## src/rtl/cacheline_adaptor.sv

```systemverilog
// cacheline_adaptor: bridges a 256-bit cache line port to a BEATS-beat 64-bit burst memory.
module cacheline_adaptor #(
  parameter int BEATS = 4
) (
  input  logic                  clk,
  input  logic                  rst,
  input  logic [64*BEATS-1:0]   line_i,
  output logic [64*BEATS-1:0]   line_o,
  input  logic [31:0]           address_i,
  input  logic                  read_i,
  input  logic                  write_i,
  output logic                  resp_o,
  input  logic [63:0]           burst_i,
  output logic [63:0]           burst_o,
  output logic [31:0]           address_o,
  output logic                  read_o,
  output logic                  write_o,
  input  logic                  resp_i
);
  localparam int CW = BEATS > 1 ? $clog2(BEATS) : 1;
  typedef enum logic [1:0] {IDLE, READ, WRITE, DONE} state_t;
  state_t              r_state;
  logic [CW-1:0]       r_cnt;
  logic [31:0]         r_addr;
  logic [64*BEATS-1:0] r_line;
  logic [64*BEATS-1:0] r_wline;
  logic                w_last;
  logic [CW+5:0]       w_base;
  logic [CW+5:0]       w_wbase;
  assign w_last  = r_cnt == CW'(BEATS - 1);
  assign w_base  = {r_cnt, 6'd0};
  // outside WRITE the memory sees beat 0 of the latched line
  assign w_wbase = r_state == WRITE ? w_base : '0;
  always_ff @(posedge clk) begin
    if (rst) begin
      r_state <= IDLE;
      r_cnt   <= '0;
      r_addr  <= '0;
      r_line  <= '0;
      r_wline <= '0;
    end else begin
      case (r_state)
        IDLE: begin
          if (read_i) begin
            r_addr  <= address_i;
            r_cnt   <= '0;
            r_state <= READ;
          end else if (write_i) begin
            r_addr  <= address_i;
            r_wline <= line_i;
            r_cnt   <= '0;
            r_state <= WRITE;
          end
        end
        READ: begin
          if (resp_i) begin
            r_line[w_base +: 64] <= burst_i;
            r_cnt                <= r_cnt + 1'b1;
            r_state              <= w_last ? DONE : READ;
          end
        end
        WRITE: begin
          if (resp_i) begin
            r_cnt   <= r_cnt + 1'b1;
            r_state <= w_last ? DONE : WRITE;
          end
        end
        default: r_state <= IDLE;
      endcase
    end
  end
  assign read_o    = r_state == READ;
  assign write_o   = r_state == WRITE;
  assign resp_o    = r_state == DONE;
  assign address_o = r_addr;
  assign line_o    = r_line;
  assign burst_o   = r_wline[w_wbase +: 64];
endmodule

```

## config.mk

```make
export PLATFORM = sky130hd
export DESIGN_NAME = cacheline_adaptor
export DESIGN_NICKNAME = d
export VERILOG_FILES = /design/src/rtl/cacheline_adaptor.sv
export SDC_FILE = /design/constraint.sdc
export NUM_CORES = 1
export LEC_CHECK = 0
export BUFFER_PORTS_ARGS = -buffer_cell sky130_fd_sc_hd__buf_2
export CAP_MARGIN = 20
export CORE_AREA = 2 2 275 277
export CTS_BUF_LIST = sky130_fd_sc_hd__clkbuf_8
export DETAILED_ROUTE_END_ITERATION = 8
export DIE_AREA = 0 0 277 279
export GPL_ROUTABILITY_DRIVEN = 0
export PLACE_DENSITY = 0.56
export SLEW_MARGIN = 20
export SYNTH_ARGS = -nofsm -noshare
export SYNTH_HDL_FRONTEND = slang
export SYNTH_SLANG_ARGS = --single-unit
```

## constraint.sdc

```tcl
create_clock -name clk -period 2.66 [get_ports clk]
set_input_delay 0.133 -clock clk [delete_from_list [all_inputs] [get_ports clk]]
set_output_delay 0.133 -clock clk [all_outputs]
set_load 0.1 [all_outputs]
```

==> out/qor.yml <==
synth_cells: 2398
synth_xor_area_share_pct: 0
clkTransAtPathRegs_ns: 0.06
totalWireLength_mm: 83.55
htree_levels: 3
path_cells: "inv_4 -> ha_4 -> nand2_8 -> buf_12 -> buf_16 -> mux4_2 -> buf_12"
crit_slowest_cell: "mux4_2"
hold_ws_ns: 0.2181
power_frac_comb_pct: 25.6
start_util_pct: 27.84
yosys-top-cells-area: "dfxtp_1 53%, nand2_1 14%, a21oi_1 12%, mux4_2 7.0%, nand3_1 4.9%"
peakVddDrop_mv: 0.4760
grt_pass1_wl_mm: 125.6
antenna_found_initial: 9
critical-path-max-stage-delay_ns: 0.55
power_frac_clock_pct: 35.2
yosys.area_share.simple_pct: 20.05
yosys.area.top_type: "dfxtp_1"
synth.area.mux_share_pct: 7.039
synth_area_per_cell_um2: 8.599
rsz0062_at_grt: "yes"
yosys_warnings: 0
rrSetupSlack_ns: 0.23
finalClockSkew_ns: 0.03663
relSlewSlack_pct: 34.38
drive_gt1_share_pct: 28.30
cp_num_buf_inv: 4
final_cells: 4474
io-pin-count: 712
hp-start: "line_i[119]"
grtUsageTotal_pct: 20.60
reg2reg_from: "r_cnt[1]$_SDFFE_PP0P_"
synth_area_mm2: 0.02062
yosysTopAreaCellShare_pct: 53.20
n_fill_cell: 7254
arrival_ns: 2.44
synthArstFlopShare_pct: 0
vias_per_cell: 4.793
yosys_register_bits: 548
cellPowerDensity_mw_per_mm2: 736.1
cts_buffers: 96
p_sw_uw: 8291
nets: 3791
startpoint_type: "flip-flop"
whs_path_depth: 4
core_area_mm2: 0.07407
grt_overflow_total: 0
worst_slack_ns: 0.08455
hold_path.class: "primary input to flip-flop"
clkLatencyLatePin_ns: 0.70
grt_pass1_vias: 21530
ys.flop_type: "dfxtp_1"
syn-num-nets: 2768
seq_power_share_pct: 39.2
criticalPathCategory: "flip-flop to primary output"
synth-seq-area-share_pct: 53.20
crit_family: "multiplexers"
dp_slack_ns: 0.3083
cts_buffer_depth: 3
cts_tree: "yes"
first_iter_violations: 1360
intPower_uw: 14900
r2r_end: "line_o[184]$_SDFFE_PP0P_"
via_count: 21450
crit_fanout: 5
setup_viol: 0
maxCapViolCount: 0
die_h_um: 279
end_kind: "primary output"
synth_adder_area_share_pct: 0.7888
timing_worst_slew_pin_value_ns: 0.9843
p_sw_share_pct: 35.75
fin_crit_sh_pct: 96.82
critPathMostFrequentCell: "buf_12"
cts_sinks: 548
die-area_mm2: 0.07728
port_buffers: 711
synth_edf_count: 0
area_delta_synth_final_pct: 52.80
drc: 0
die-width_um: 277
synth_top_family_by_area: "simple AND/OR/NAND/NOR gates"
synth_cell_types: 34
hold_viol_final: 0
max_freq_mhz: 388.3
grt_max_degree: 172
ff2ff_path_depth: 6
period_needed_ns: 2.575
synth_compound_area_share_pct: 14.68
status: "completed"
ant_nets: 0
holdPathEnd: "r_wline[119]$_SDFFE_PP0P_"
leakagePower_uw: 0.01319
p_total_uw: 23190
dp_cells: 3916
dr.pass1.iters: 6
wl_per_cell_um: 18.67
num_rows: 100
dp_hpwl_mm: 53.33
drv_slew: 0
root_buffer: "clkbuf_8"
worst_ep_required_time_ns: 2.53
utilization_pct: 42.54
-- power groups by stage --
| stage | Combinational (µW) | Sequential (µW) | Clock (µW) |
|---|---|---|---|
| 6_report | 5950 | 9080 | 8160 |
| 5_1_grt | 6310 | 9130 | 8720 |
| 4_1_cts | 5940 | 9070 | 8380 |
| 3_5_place_dp | 5280 | 9240 | 0 |
| 3_3_place_gp | 5270 | 9230 | 0 |
| 2_1_floorplan | 2650 | 10400 | 0 |
-- cell usage after synthesis (3+ instances only) --
library cell	n
nand2_1	775
dfxtp_1	548
a21oi_1	491
nand3_1	201
clkbuf_1	123
mux4_2	64
a22o_1	58
buf_2	53
buf_1	27
ha_1	13
nor2b_1	6
and3_1	4
inv_1	4
o21ai_0	4
and3b_1	3
nor3b_1	3
-- flip-flops by register name, summed over array words and instances, names as in the netlist --
register	cells
line_o	256
r_wline	256
address_o	32
r_cnt	2
r_state	2
-- timing repair --
item	CTS	global route
resized for setup	123	5
hold buffers	369	0
pin swaps	1	0
setup buffers	4	0
gates cloned	3	1
setup endpoints to repair	64	9
hold endpoints to repair	548	0
-- logic make-up after synthesis --
family | count (synthesis)
AO/OA/AOI/OAI | 558
flip-flops | 548
AND/OR/NAND/NOR | 1004
buffers and inverters | 210
multiplexers | 65
adder cells (fa/ha/maj) | 13
-- final cells by class --
cell class	instances	area, µm²	area share (%)
diodes	7	17.52	0.05560
clock buffers	118	1624	5.154
clock inverters	57	394.1	1.251
inverters	4	17.52	0.05560
multi-input cells	1640	8866	28.14
flip-flops and latches	548	10980	34.83
well taps	969	1212	3.848
repair buffers	1131	8401	26.66
-- cells in the final DEF, fill, tap and decap left out, types with 38 or more instances in the layout --
cell and instances:
a21oi_1 491, a22o_1 58, buf_2 649, buf_4 38, buf_6 40, clkbuf_8 118
dfxtp_1 546, dlygate4sd3_1 369, mux4_2 64, nand2_1 774, nand3_1 198
-- metrics by stage --
stage,TNS [ns],instance area [µm²]
after global placement,0,25240
after detailed placement,0,25240
after floorplan,0,20620
final,0,31510
after global routing,-0.002155,31510
after CTS,0,31470
-- worst max-delay path by stage --
stage | startpoint | endpoint | slack [ns] | cells after the start
after floorplan | r_state[0]$_SDFFE_PP0P_ | burst_o[0] | 0.32 | 5
after global placement | r_state[0]$_SDFFE_PP0P_ | burst_o[26] | 0.36 | 6
after detailed placement | r_state[0]$_SDFFE_PP0P_ | burst_o[26] | 0.31 | 6
after CTS | r_state[0]$_SDFFE_PP0P_ | burst_o[61] | 0.001 | 7
after global routing | r_state[0]$_SDFFE_PP0P_ | burst_o[19] | -0.002 | 7
final | r_state[0]$_SDFFE_PP0P_ | burst_o[19] | 0.08 | 7
-- worst register-to-register path: cells and delay by family (launching register included) --
family	cells	cell delay [ns]
and+or+nand+nor	2	0.76
DFF	1	0.49
adders and majority gates	1	0.45
buffers and inverters	2	0.44
AOI/OAI and AO/OA	1	0.23
-- per-layer routing --
| metal | GRT usage (%) | up-vias | wire length (µm) |
|---|---|---|---|
| met5 | 0 | - | 34 |
| met4 | 10.86 | 6 | 4206 |
| met3 | 5.497 | 229 | 6245 |
| met2 | 35.41 | 917 | 40180 |
| met1 | 23.41 | 10100 | 32880 |
| li1 | - | 10200 | - |
(Power assumes the default switching activity.)
